**config.mk**
```make
export PLATFORM = sky130hd
export DESIGN_NAME = multicycle_ctrl
export DESIGN_NICKNAME = d
export VERILOG_FILES = /design/src/rtl/cpu_ctrl_pkg.sv /design/src/rtl/ctrl_decode.sv /design/src/rtl/multicycle_ctrl.sv
export SDC_FILE = /design/constraint.sdc
export NUM_CORES = 1
export LEC_CHECK = 0
export CAP_MARGIN = 20
export CORE_ASPECT_RATIO = 0.8
export CORE_MARGIN = 3
export CORE_UTILIZATION = 44
export DETAILED_ROUTE_END_ITERATION = 10
export MAX_ROUTING_LAYER = met4
export PLACE_DENSITY = 0.73
export RECOVER_POWER = 100
export SYNTH_ARGS = -nofsm -noshare
export SYNTH_HDL_FRONTEND = slang
export SYNTH_SLANG_ARGS = --single-unit
```
**constraint.sdc**
```tcl
create_clock -name clk -period 2.2 [get_ports clk]
set_input_delay 0.44 -clock clk [delete_from_list [all_inputs] [get_ports clk]]
set_output_delay 0.44 -clock clk [all_outputs]
set_load 0.05 [all_outputs]
```
**src/rtl/cpu_ctrl_pkg.sv**
```systemverilog
// ---------------------------------------------------------------------------
// cpu_ctrl_pkg
// Shared definitions for the multi-cycle CPU control path:
//   - opcode constants of the instruction set (OP_ADD .. OP_HALT)
//   - ALU operation encodings (ALU_ADD, ALU_SUB)
//   - sequencer state encoding (3 bits)
//   - ctrl_t, the datapath control word produced by ctrl_decode
//   - op_is_legal(), the single definition of which opcodes exist
// ---------------------------------------------------------------------------
package cpu_ctrl_pkg;

    localparam logic [3:0] OP_ADD  = 4'h0;
    localparam logic [3:0] OP_SUB  = 4'h1;
    localparam logic [3:0] OP_LW   = 4'h2;
    localparam logic [3:0] OP_SW   = 4'h3;
    localparam logic [3:0] OP_ADDI = 4'h4;
    localparam logic [3:0] OP_BEQ  = 4'h5;
    localparam logic [3:0] OP_JMP  = 4'h6;
    localparam logic [3:0] OP_HALT = 4'hF;

    localparam logic [3:0] ALU_ADD = 4'h0;
    localparam logic [3:0] ALU_SUB = 4'h1;

    typedef enum logic [2:0] {
        IDLE   = 3'd0,
        FETCH  = 3'd1,
        DECODE = 3'd2,
        EXEC   = 3'd3,
        MEM    = 3'd4,
        WB     = 3'd5,
        HALT   = 3'd6
    } state_e;

    typedef struct packed {
        logic       mem_enable;
        logic       mem_read;
        logic       mem_write;
        logic       ir_write;
        logic       pc_write;
        logic       branch;
        logic       jump;
        logic [3:0] alu_op;
        logic       alu_src;
        logic       reg_dst;
        logic       reg_write;
        logic       mem_reg;
    } ctrl_t;

    // Opcodes 7..E are undefined; everything else, including HALT, is legal.
    function automatic logic op_is_legal(input logic [3:0] op);
        return (op <= OP_JMP) || (op == OP_HALT);
    endfunction

endpackage

```
**src/rtl/ctrl_decode.sv**
```systemverilog
// ---------------------------------------------------------------------------
// ctrl_decode
// Purely combinational map from sequencer state to the datapath control word.
// Ports:
//   state_i      current sequencer state (registered in the top level)
//   opcode_i     latched opcode (opcode_q), valid from EXEC onwards
//   zero_i       ALU zero flag, qualifies the PC write of BEQ
//   mem_ready_i  memory handshake, qualifies IR/PC write in FETCH
//   ctrl_o       control word driven to the datapath
// ---------------------------------------------------------------------------
module ctrl_decode
    import cpu_ctrl_pkg::*;
(
    input  state_e     state_i,
    input  logic [3:0] opcode_i,
    input  logic       zero_i,
    input  logic       mem_ready_i,
    output ctrl_t      ctrl_o
);

    logic is_rtype;
    assign is_rtype = (opcode_i == OP_ADD) || (opcode_i == OP_SUB);

    always_comb begin
        ctrl_o = '0;
        case (state_i)
            FETCH: begin
                ctrl_o.mem_enable = 1'b1;
                ctrl_o.mem_read   = 1'b1;
                // IR load and PC+1 happen in the cycle the read completes.
                ctrl_o.ir_write   = mem_ready_i;
                ctrl_o.pc_write   = mem_ready_i;
            end
            EXEC: begin
                case (opcode_i)
                    OP_ADD, OP_SUB: begin
                        ctrl_o.alu_op = {3'b000, opcode_i[0]};
                    end
                    OP_ADDI, OP_LW, OP_SW: begin
                        ctrl_o.alu_op  = ALU_ADD;
                        ctrl_o.alu_src = 1'b1;
                    end
                    OP_BEQ: begin
                        ctrl_o.alu_op   = ALU_SUB;
                        ctrl_o.branch   = 1'b1;
                        ctrl_o.pc_write = zero_i;
                    end
                    OP_JMP: begin
                        ctrl_o.jump     = 1'b1;
                        ctrl_o.pc_write = 1'b1;
                    end
                    default: ;
                endcase
            end
            MEM: begin
                // Address computation stays on the ALU for the whole access.
                ctrl_o.alu_op     = ALU_ADD;
                ctrl_o.alu_src    = 1'b1;
                ctrl_o.mem_enable = 1'b1;
                ctrl_o.mem_read   = (opcode_i == OP_LW);
                ctrl_o.mem_write  = (opcode_i == OP_SW);
            end
            WB: begin
                ctrl_o.reg_write = 1'b1;
                ctrl_o.mem_reg   = (opcode_i == OP_LW);
                ctrl_o.reg_dst   = is_rtype;
                // ALU result is held stable while it is written back.
                ctrl_o.alu_op    = is_rtype ? {3'b000, opcode_i[0]} : ALU_ADD;
                ctrl_o.alu_src   = (opcode_i == OP_ADDI) || (opcode_i == OP_LW);
            end
            default: ;
        endcase
    end

endmodule

```
**src/rtl/multicycle_ctrl.sv**
```systemverilog
// ---------------------------------------------------------------------------
// multicycle_ctrl
// Multi-cycle instruction sequencer (FETCH/DECODE/EXEC/MEM/WB) for a CPU
// with a single memory port. Holds state, latched opcode, memory watchdog,
// sticky error and retired-instruction counter; the control word itself is
// decoded from registered state by ctrl_decode.
// Handshake: a memory access is open whenever mem_enable=1; it completes in
// the cycle mem_ready=1 is seen. mem_ready is ignored outside FETCH/MEM.
// Ports:
//   clk, rst            rising-edge clock, asynchronous active-high reset
//   start               one-cycle pulse, leaves IDLE
//   opcode, zero        IR opcode field (sampled in DECODE), ALU zero flag
//   mem_ready           memory completes current access this cycle
//   mem_enable..mem_reg datapath control word
//   busy, halted        status: running / stopped in HALT
//   mem_err             sticky watchdog error
//   illegal_op          one-cycle pulse in DECODE of an undefined opcode
//   retired             retired-instruction count, wraps
// ---------------------------------------------------------------------------
module multicycle_ctrl
    import cpu_ctrl_pkg::*;
#(
    parameter int MEM_TIMEOUT = 16,
    parameter int RET_W       = 16
) (
    input  logic             clk,
    input  logic             rst,
    input  logic             start,
    input  logic [3:0]       opcode,
    input  logic             zero,
    input  logic             mem_ready,
    output logic             mem_enable,
    output logic             mem_read,
    output logic             mem_write,
    output logic             ir_write,
    output logic             pc_write,
    output logic             branch,
    output logic             jump,
    output logic [3:0]       ALU_op,
    output logic             ALU_src,
    output logic             reg_dst,
    output logic             reg_write,
    output logic             mem_reg,
    output logic             busy,
    output logic             halted,
    output logic             mem_err,
    output logic             illegal_op,
    output logic [RET_W-1:0] retired
);

    localparam int WC_W = (MEM_TIMEOUT > 1) ? $clog2(MEM_TIMEOUT) : 1;
    localparam logic [WC_W-1:0] WC_LAST = WC_W'(MEM_TIMEOUT - 1);

    state_e           state_q;
    logic [3:0]       opcode_q;
    logic [WC_W-1:0]  wait_cnt_q;
    logic [RET_W-1:0] retired_q;
    logic             mem_err_q;
    ctrl_t            ctrl;

    // Last permitted wait cycle without completion; MEM_TIMEOUT=0 disables.
    logic timeout;
    assign timeout = (MEM_TIMEOUT != 0) && !mem_ready && (wait_cnt_q == WC_LAST);

    always_ff @(posedge clk or posedge rst) begin
        if (rst) begin
            state_q    <= IDLE;
            opcode_q   <= '0;
            wait_cnt_q <= '0;
            retired_q  <= '0;
            mem_err_q  <= 1'b0;
        end else begin
            case (state_q)
                IDLE: begin
                    if (start) begin
                        state_q    <= FETCH;
                        wait_cnt_q <= '0;
                    end
                end
                FETCH: begin
                    if (mem_ready) begin
                        state_q <= DECODE;
                    end else if (timeout) begin
                        mem_err_q <= 1'b1;
                        state_q   <= HALT;
                    end else begin
                        wait_cnt_q <= wait_cnt_q + WC_W'(1);
                    end
                end
                DECODE: begin
                    opcode_q <= opcode;
                    if (opcode == OP_HALT) begin
                        state_q <= HALT;
                    end else if (!op_is_legal(opcode)) begin
                        // Undefined opcode behaves as a NOP that is not retired.
                        state_q    <= FETCH;
                        wait_cnt_q <= '0;
                    end else begin
                        state_q <= EXEC;
                    end
                end
                EXEC: begin
                    case (opcode_q)
                        OP_LW, OP_SW: begin
                            state_q    <= MEM;
                            wait_cnt_q <= '0;
                        end
                        OP_BEQ, OP_JMP: begin
                            state_q    <= FETCH;
                            wait_cnt_q <= '0;
                            retired_q  <= retired_q + RET_W'(1);
                        end
                        default: state_q <= WB;
                    endcase
                end
                MEM: begin
                    if (mem_ready) begin
                        if (opcode_q == OP_LW) begin
                            state_q <= WB;
                        end else begin
                            state_q    <= FETCH;
                            wait_cnt_q <= '0;
                            retired_q  <= retired_q + RET_W'(1);
                        end
                    end else if (timeout) begin
                        mem_err_q <= 1'b1;
                        state_q   <= HALT;
                    end else begin
                        wait_cnt_q <= wait_cnt_q + WC_W'(1);
                    end
                end
                WB: begin
                    state_q    <= FETCH;
                    wait_cnt_q <= '0;
                    retired_q  <= retired_q + RET_W'(1);
                end
                HALT: state_q <= HALT;
                default: state_q <= IDLE;
            endcase
        end
    end

    ctrl_decode u_decode (
        .state_i     (state_q),
        .opcode_i    (opcode_q),
        .zero_i      (zero),
        .mem_ready_i (mem_ready),
        .ctrl_o      (ctrl)
    );

    assign mem_enable = ctrl.mem_enable;
    assign mem_read   = ctrl.mem_read;
    assign mem_write  = ctrl.mem_write;
    assign ir_write   = ctrl.ir_write;
    assign pc_write   = ctrl.pc_write;
    assign branch     = ctrl.branch;
    assign jump       = ctrl.jump;
    assign ALU_op     = ctrl.alu_op;
    assign ALU_src    = ctrl.alu_src;
    assign reg_dst    = ctrl.reg_dst;
    assign reg_write  = ctrl.reg_write;
    assign mem_reg    = ctrl.mem_reg;

    assign busy    = (state_q != IDLE) && (state_q != HALT);
    assign halted  = (state_q == HALT);
    assign mem_err = mem_err_q;
    assign retired = retired_q;

    // opcode_q is only loaded at the end of DECODE, so the illegal pulse has
    // to look at the live IR opcode field to appear during DECODE itself.
    assign illegal_op = (state_q == DECODE) && !op_is_legal(opcode);

endmodule

```
-- Yosys cells after proc, flatten, opt, wreduce, memory -nomap -nowiden
Cells that the tools add are included.
- RAM bits: 0
- output and inout port bits: 35
- memories: 0
- ROM bits: 0
- latch bits: 0
- register bits: 28
- logic and storage cells: 90
- div/mod/pow operators: 0
- bitwise logic cells: 1
- reductions and logical operators: 22
- equality and inequality tests: 24
- multiplexer cells: 35
- order comparisons: 1
- multipliers: 0
- shift-type cells: 0
- $add $sub $neg: 2
- operators with widths (operator ; number):
    $mux W16 ; 3
    $pmux W16 S3 ; 1
    $mux W4 ; 8
    $pmux W4 S6 ; 1
    $mux W3 ; 7
    $pmux W3 S7 ; 1
    $add A16 B1 Y16 const B ; 1
    $ne A2 B2 Y1 const B ; 8
    $pmux W5 S3 ; 1
    $eq A4 B3 Y1 const B ; 3
    $eq A3 B3 Y1 const B ; 3
    $eq A4 B2 Y1 const B ; 2
    $eq A4 B4 Y1 const B ; 2
    $reduce_or A2 Y1 ; 4
    $reduce_and A7 Y1 ; 1
    $eq A3 B2 Y1 const B ; 2
    $mux W1 ; 6
    $ne A3 B3 Y1 const B ; 2
    $pmux W1 S2 ; 3
    $pmux W3 S2 ; 1
    $reduce_bool A3 Y1 ; 2
    $reduce_bool A6 Y1 ; 1
    $add A4 B1 Y4 const B ; 1
    $eq A4 B1 Y1 const B ; 1
    other kinds (14) ; 20

-- Depth between registers and ports, before layout
Gate-level depths: netlist of run 1.
- depth in word-level cells: 5
- depth in mapped cells: 8

-- Cells and area by module
From an unflattened synthesis of run 1, not the netlist that was laid out.
- cell total of the unflattened synthesis: 191
- area total of the unflattened synthesis: 1760.4 um^2
- modules (own cells, without submodules) (module ; area each (um^2) ; instances ; sequential area each (um^2) ; cells each):
    multicycle_ctrl ; 1519.0 ; 1 ; 700.7 ; 153
    ctrl_decode ; 241.5 ; 1 ; 0.0 ; 38

-- Worst setup path before layout of run 1
Ideal clock, no wire load.
- path type: register to output
- start: reg state_q[1]
- end: out ALU_src
- stages on the path, launching flop included: 9
- arrival: 2.276 ns
- path slack: -0.516 ns
- cells stage by stage: dfrtp_1 buf_2 nor2b_1 nand2_1 inv_1 a21oi_1 a2bb2oi_1 o22a_1 a21oi_1
- word-level cells in the longest chain between the ends: 2
- elaborated cells on any way between the ends: 4
- those cells by class: eq/ne (3); mux (1)
- ends and longest elaborated chain (what ; RTL line ; RTL):
    start, declared ; multicycle_ctrl.sv:54 ; state_e state_q;
    start signal, assigned ; multicycle_ctrl.sv:67 ; state_q <= IDLE;
    start signal, assigned ; multicycle_ctrl.sv:76 ; state_q <= FETCH;
    start signal, assigned ; multicycle_ctrl.sv:82 ; state_q <= DECODE;
    $eq A3 B3 Y1 or $eq A3 B2 Y1 (tied branches) ; ctrl_decode.sv:26 ; case (state_i)
    $pmux W5 S3 (*) ; ctrl_decode.sv:26 ;
    end, declared ; multicycle_ctrl.sv:40 ; output logic ALU_src,
Every way passes the cells marked *; elsewhere a longest branch is shown, timed or not.

-- Worst setup path after layout of run 1
Ends and elaborated chain as after synthesis.

==> impl_metrics.tcl, run 1 <==
set metrics [dict create \
    rr_worst_depth 5 \
    leakagePower_nw 1.03 \
    nNetsFinal 236 \
    cp.arrival_ps 1720 \
    drc 0 \
    power_frac_comb_pct 64.5 \
    p_clk_share_pct 8.0 \
    setup_violations 0 \
    cts_max_path_buffers 2 \
    timing.final.crit_share_pct 98.4 \
    maxCapViolCount 0 \
    drtIter0Drc 99 \
    tightest_slew_ps 507 \
    vias 1502 \
    initial_core_util_pct 47.8 \
    hold_buffers 0 \
    wl_per_cell_microns 15.4 \
    drive_above_1_share_pct 26.9 \
    worstPathCellList "nor2b_4 -> nand2_4 -> inv_2 -> a21oi_2 -> a2bb2oi_2 -> o22a_1 -> a21oi_2 -> buf_12" \
    gp_congestion 0.868 \
    grt_pass1_vias 1454 \
    switching_share_pct 48.2 \
    wl_mm 4.24 \
    path_depth 8 \
    p_per_area_mw_per_mm2 1330 \
    rrSetupSlack_ps 260 \
    clk_pin_slew_ps 80 \
    place_hpwl_mm 3.29 \
    antenna_left 0 \
    diodes 0 \
    grtUsageTotal_pct 20.5 \
    rsz0062_at_grt "true" \
    worstReg2RegStart "opcode_q[3]" \
    wl_met2_mm 2.12 \
    clock_latency_ps 270 \
    vias_per_cell 5.46 \
    hp-class "reg2reg" \
    antenna_found_initial 0 \
    synth_edf_count 0 \
    max_freq_ghz 0.462 \
    crit_end "ALU_src" \
    core_sq_mm 0.00359 \
    cpMostUsedCell "a21oi_2" \
    io_buffers 40 \
    grt_max_degree 29 \
    ys_ff_latch 28 \
    slew_headroom_pct 66.1 \
    synth_flop_cell "dfrtp_1" \
    p_int_mw 1.71 \
    numCtsBuffers 3 \
    criticalPathCategory "reg2out" \
    dieWidth_microns 75.8 \
    grt_first_pass_wirelength_mm 7.13 \
    fin_skew_ps 3.13 \
    ys.warnings.count 0 \
    async_reset_ff_share_pct 100 \
    postLayoutCoreUtil_pct 69.1 \
    ys_seq_area_share_pct 40.8 \
    r2r_end "wait_cnt_q[0]" \
    clockRootBuffer "clkbuf_8" \
    layout_commonest_cell "clkdlybuf4s50_1" \
    syn_inst 180 \
    cts_sinks 28 \
    power_switching_mw 1.60 \
    post-cts-setup-buffers 0 \
    tns_ps 0 \
    instances_no_fill 275 \
    final_cell_mix "clkdlybuf4s50_1 (24), dfrtp_1 (23), buf_12 (15), xnor2_1 (14)" \
    start_kind "flop" \
    min_from "mem_err" \
    routed.top_layer "met4" \
    hold_viol_final 0 \
    critPathMaxFanout 3 \
    met3_wirelength_microns 196 \
    grt-ovfl-total 0 \
    outcome "complete, no violations" \
    syn_avg_cell_area_sq_um 9.53 \
    slowest_stage "dfrtp_1" \
    period_minus_slack_ps 2160 \
    wl_met1_mm 1.91 \
    syn_to_final_growth_pct 44.6 \
    irDropWorstVdd_uv 1160 \
    syn_area_sq_mm 0.00172 \
    num_io_pins 44 \
    rows 19 \
    die_area_sq_mm 0.00469 \
    slew_violations 0 \
    crit_family "compound AO/OA/AOI/OAI gates" \
    holdWs_ps 472 \
    cp.required_ps 1760 \
    dp.cells 272 \
    path_buf_inv 2 \
    dieHeight_microns 61.8 \
    first_pass_iters 4 \
    power_frac_seq_pct 27.5 \
    crit_path_end_kind "output pin" \
    cts_tree "built" \
    crit_path_max_incr_delay_ps 420 \
    synth_cell_types 50 \
    htreeDepth 1 \
    crit_start "state_q[1]" \
]
-- stage by stage --
stage	setup slack [ps]	total power, mW	cell area, sq um
2_1_floorplan	-231	2.16	1740
3_3_place_gp	71.5	2.86	2360
3_5_place_dp	-16.8	2.91	2360
4_1_cts	15.3	3.23	2430
5_1_grt	-33.9	3.52	2480
6_report	35.7	3.31	2480
-- routing by layer --
layer / GRT usage, % / up-vias
met5: - / -
met4: 1.50 / 0
met3: 4.34 / 2
met2: 32.7 / 39
met1: 28.0 / 725
li1: - / 736
-- cell type report --
class | instances | area, sq um
clock buffers | 3 | 41.3
well taps | 52 | 65.1
flip-flops and latches | 28 | 707
multi-input cells | 140 | 1030
fillers | 277 | 1110
repair buffers | 48 | 618
inverters | 4 | 18.8
-- logic make-up after synthesis --
logic type	Yosys count	synth area share, %
other cells	1	0.219
flops	28	40.8
simple gates	81	28.9
buf+inv	14	3.94
compound gates	31	12.1
mux	6	3.87
fa+ha+maj	2	1.46
xor+xnor	17	8.68
-- synth_stat cells (2+ instances only) --
master     n  area share [%]
a21oi_1    9             2.6
a31o_2     3             1.5
a31oi_1    2            0.73
and2_1     2            0.73
and2b_1    2            0.88
and3_1     8             2.9
and4_1     2             1.0
and4b_1    3             1.8
buf_2      3            0.88
buf_4      3             1.3
clkbuf_1   4            0.88
dfrtp_1   28              41
ha_1       2             1.5
inv_1      4            0.88
mux2_2     5             3.3
nand2_1   11             2.4
nand2b_1   4             1.5
nand3_1    8             2.3
nand3b_1   3             1.3
nand4_1    6             2.2
nor2_1    10             2.2
nor2b_1    8             2.9
nor3_1     2            0.58
o21ai_0    5             1.5
o31ai_1    2            0.88
or2_2      2            0.73
xnor2_1   14             7.1
xor2_1     3             1.5
-- state kept, by name (all words and copies together) (netlist names) --
signal,flops
mem_err,1
opcode_q,4
retired,16
state_q,3
wait_cnt_q,4
-- worst reg2reg max path, delay by kind of cell (launching register included) --
| kind | cells | cell delay (ps) |
|---|---|---|
| AOI/OAI and AO/OA | 2 | 390 |
| and+or+nand+nor | 3 | 960 |
| DFF | 1 | 480 |
-- power by group through the flow --
stage / clock [mW] / combinational (mW) / sequential (mW)
after floorplan: 0 / 1.16 / 0.997
after global placement: 0 / 2.00 / 0.856
after detailed placement: 0 / 2.04 / 0.870
after CTS: 0.275 / 2.08 / 0.875
after global routing: 0.290 / 2.29 / 0.937
final: 0.265 / 2.14 / 0.909
-- how the worst min path moves through the flow --
stage / endpoint / slack (ps) / cells past startpoint
after floorplan: wait_cnt_q[1] / 480 / 1
after global placement: mem_err / 450 / 1
after detailed placement: mem_err / 460 / 1
after CTS: mem_err / 480 / 1
after global routing: mem_err / 490 / 1
final: mem_err / 470 / 1
-- what timing repair did --
item	4_1_cts	5_1_grt
endpoints found under the setup margin	3	6
pin swaps	0	1
resized for setup	10	14
(Power assumes the default switching activity.)
==> run 2: changes to the inputs <==
--- a/config.mk
+++ b/config.mk
@@ -11,7 +11,7 @@
 export CORE_UTILIZATION = 44
 export DETAILED_ROUTE_END_ITERATION = 10
 export MAX_ROUTING_LAYER = met4
-export PLACE_DENSITY = 0.73
+export PLACE_DENSITY_LB_ADDON = 0.2
 export RECOVER_POWER = 100
 export SYNTH_ARGS = -nofsm -noshare
 export SYNTH_HDL_FRONTEND = slang
==> run 2 against run 1 <==
Against the previous run:
- register-to-register slack better by 30 ps
- flip-flop and latch count is the same
- die area is the same
- clock skew about the same
- design area increased by 0.76%
- sequential power fell by 2%
- clock power is 52% higher
- critical endpoint unchanged
- sequential share of layout area down 0.26 points
==> impl_metrics.tcl, run 2 (synthesis gave the netlist of run 1 again) <==
set metrics [dict create \
    p_per_area_mw_per_mm2 1360 \
    leakagePower_nw 1.05 \
    final_cell_mix "dfrtp_1 (24), clkdlybuf4s50_1 (22), buf_12 (15), xnor2_1 (14), nand2_1 (11)" \
    clock_latency_ps 270 \
    crit_path_end_kind "output pin" \
    hold_viol_final 0 \
    io_buffers 40 \
    core_sq_mm 0.00359 \
    initial_core_util_pct 47.8 \
    critPathMaxFanout 3 \
    criticalPathCategory "reg2out" \
    grtUsageTotal_pct 19.7 \
    dieWidth_microns 75.8 \
    tightest_slew_ps 709 \
    irDropWorstVdd_uv 915 \
    switching_share_pct 46.6 \
    p_int_mw 1.82 \
    layout_commonest_cell "dfrtp_1" \
    cts_max_path_buffers 2 \
    drive_above_1_share_pct 26.8 \
    outcome "complete, no violations" \
    antenna_left 0 \
    max_freq_ghz 0.464 \
    power_frac_seq_pct 26.1 \
    die_area_sq_mm 0.00469 \
    pre_cts_ws_ps -30.1 \
    fillers 273 \
    place_hpwl_mm 3.21 \
    setup_violations 0 \
    rsz0062_at_grt "true" \
    fin_skew_ps 3.42 \
    vias 1550 \
    hp-class "reg2reg" \
    diodes 0 \
    drc 0 \
    rows 19 \
    power_switching_mw 1.59 \
    num_io_pins 44 \
    grt_max_degree 29 \
    p_clk_share_pct 11.8 \
    cts_tree "built" \
    timing.final.crit_share_pct 97.9 \
    period_minus_slack_ps 2150 \
    met3_wirelength_microns 217 \
    clockRootBuffer "clkbuf_8" \
    maxCapViolCount 0 \
    dieHeight_microns 61.8 \
    cp.arrival_ps 1710 \
    wl_met1_mm 2.03 \
    grt_pass1_vias 1454 \
    cts_sinks 28 \
    largest_reg_flops 16 \
    drtIter0Drc 61 \
    cp.required_ps 1760 \
    power_frac_comb_pct 62.1 \
    slew_headroom_pct 52.7 \
    wl_per_cell_microns 15.1 \
    postLayoutCoreUtil_pct 69.6 \
    clk_pin_slew_ps 100 \
    wl_mm 4.23 \
    nNetsFinal 240 \
    start_kind "flop" \
    grt_first_pass_wirelength_mm 6.93 \
    gp_congestion 0.922 \
    vias_per_cell 5.54 \
    routed.top_layer "met4" \
    antenna_found_initial 0 \
    syn_to_final_growth_pct 45.7 \
    wl_met2_mm 1.97 \
    htreeDepth 1 \
    holdWs_ps 479 \
    slew_violations 0 \
    setup_slack_ps 46.2 \
    grt-ovfl-total 0 \
    first_pass_iters 4 \
    numCtsBuffers 3 \
]
run 2: changes by cell type in the layout (fill, tap and decap cells not counted), sizes merged:
cell	change
clkbuf	+2
bufinv	+1
dlygate4sd3	+1
dlymetal6s2s	+1
buf	+2
clkdlybuf4s50	-2
run 2: cell type report:
type,instances,area (sq um),area share (%)
clock buffers,3,41.3,1.65
clock inverters,1,30.0,1.20
inverters,4,21.3,0.851
multi-input cells,140,996,39.8
flip-flops and latches,28,706,28.2
well taps,52,65.1,2.60
repair buffers,52,641,25.6
run 2: final timing paths:
check / start / end / cells past startpoint / slack (ps)
worst max-delay path: state_q[1] / ALU_src / 8 / 50
worst min-delay path: mem_err / mem_err / 1 / 480
worst max register to register: opcode_q[3] / retired[1] / 4 / 290
worst min register to register: mem_err / mem_err / 1 / 480
max in group asynchronous: rst / opcode_q[3] / 3 / 920
min in group asynchronous: rst / retired[15] / 3 / 790
run 2: power by group through the flow:
stage	clock [mW]	sequential (mW)	combinational [mW]
detailed placement	0	0.879	2.02
CTS	0.417	0.875	2.04
floorplan	0	0.997	1.16
finish	0.402	0.889	2.11
global placement	0	0.866	1.98
global route	0.435	0.918	2.25
run 2: what timing repair did:
action | in CTS | in global routing
resized for setup | 6 | 12
pin swaps | 2 | 0
hold buffers | 0 | 0
buffers inserted | 0 | 4
endpoints found under the setup margin | 4 | 6
run 2: per-stage QoR:
stage | total power [mW] | area [sq um] | cells | TNS, ps
2_1_floorplan | 2.16 | 1740 | 182 | -231
3_3_place_gp | 2.85 | 2360 | 272 | 0
3_5_place_dp | 2.89 | 2360 | 272 | -44.1
4_1_cts | 3.33 | 2450 | 276 | 0
5_1_grt | 3.60 | 2500 | 280 | -42.0
6_report | 3.41 | 2500 | 280 | 0
run 2: worst max-delay path, cell delays in order (launching register included):
cell and delay [ps]:
dfrtp_1 410, nor2b_2 180, nand2_2 120, inv_4 70, a21oi_2 50, a2bb2oi_2 130, o22a_1 170, a21oi_2 150
buf_12 150
run 2: layer usage:
| metal | track usage, % | vias to the layer above |
|---|---|---|
| met5 | - | - |
| met4 | 1.50 | 0 |
| met3 | 3.86 | 2 |
| met2 | 30.2 | 52 |
| met1 | 28.1 | 750 |
| li1 | - | 746 |
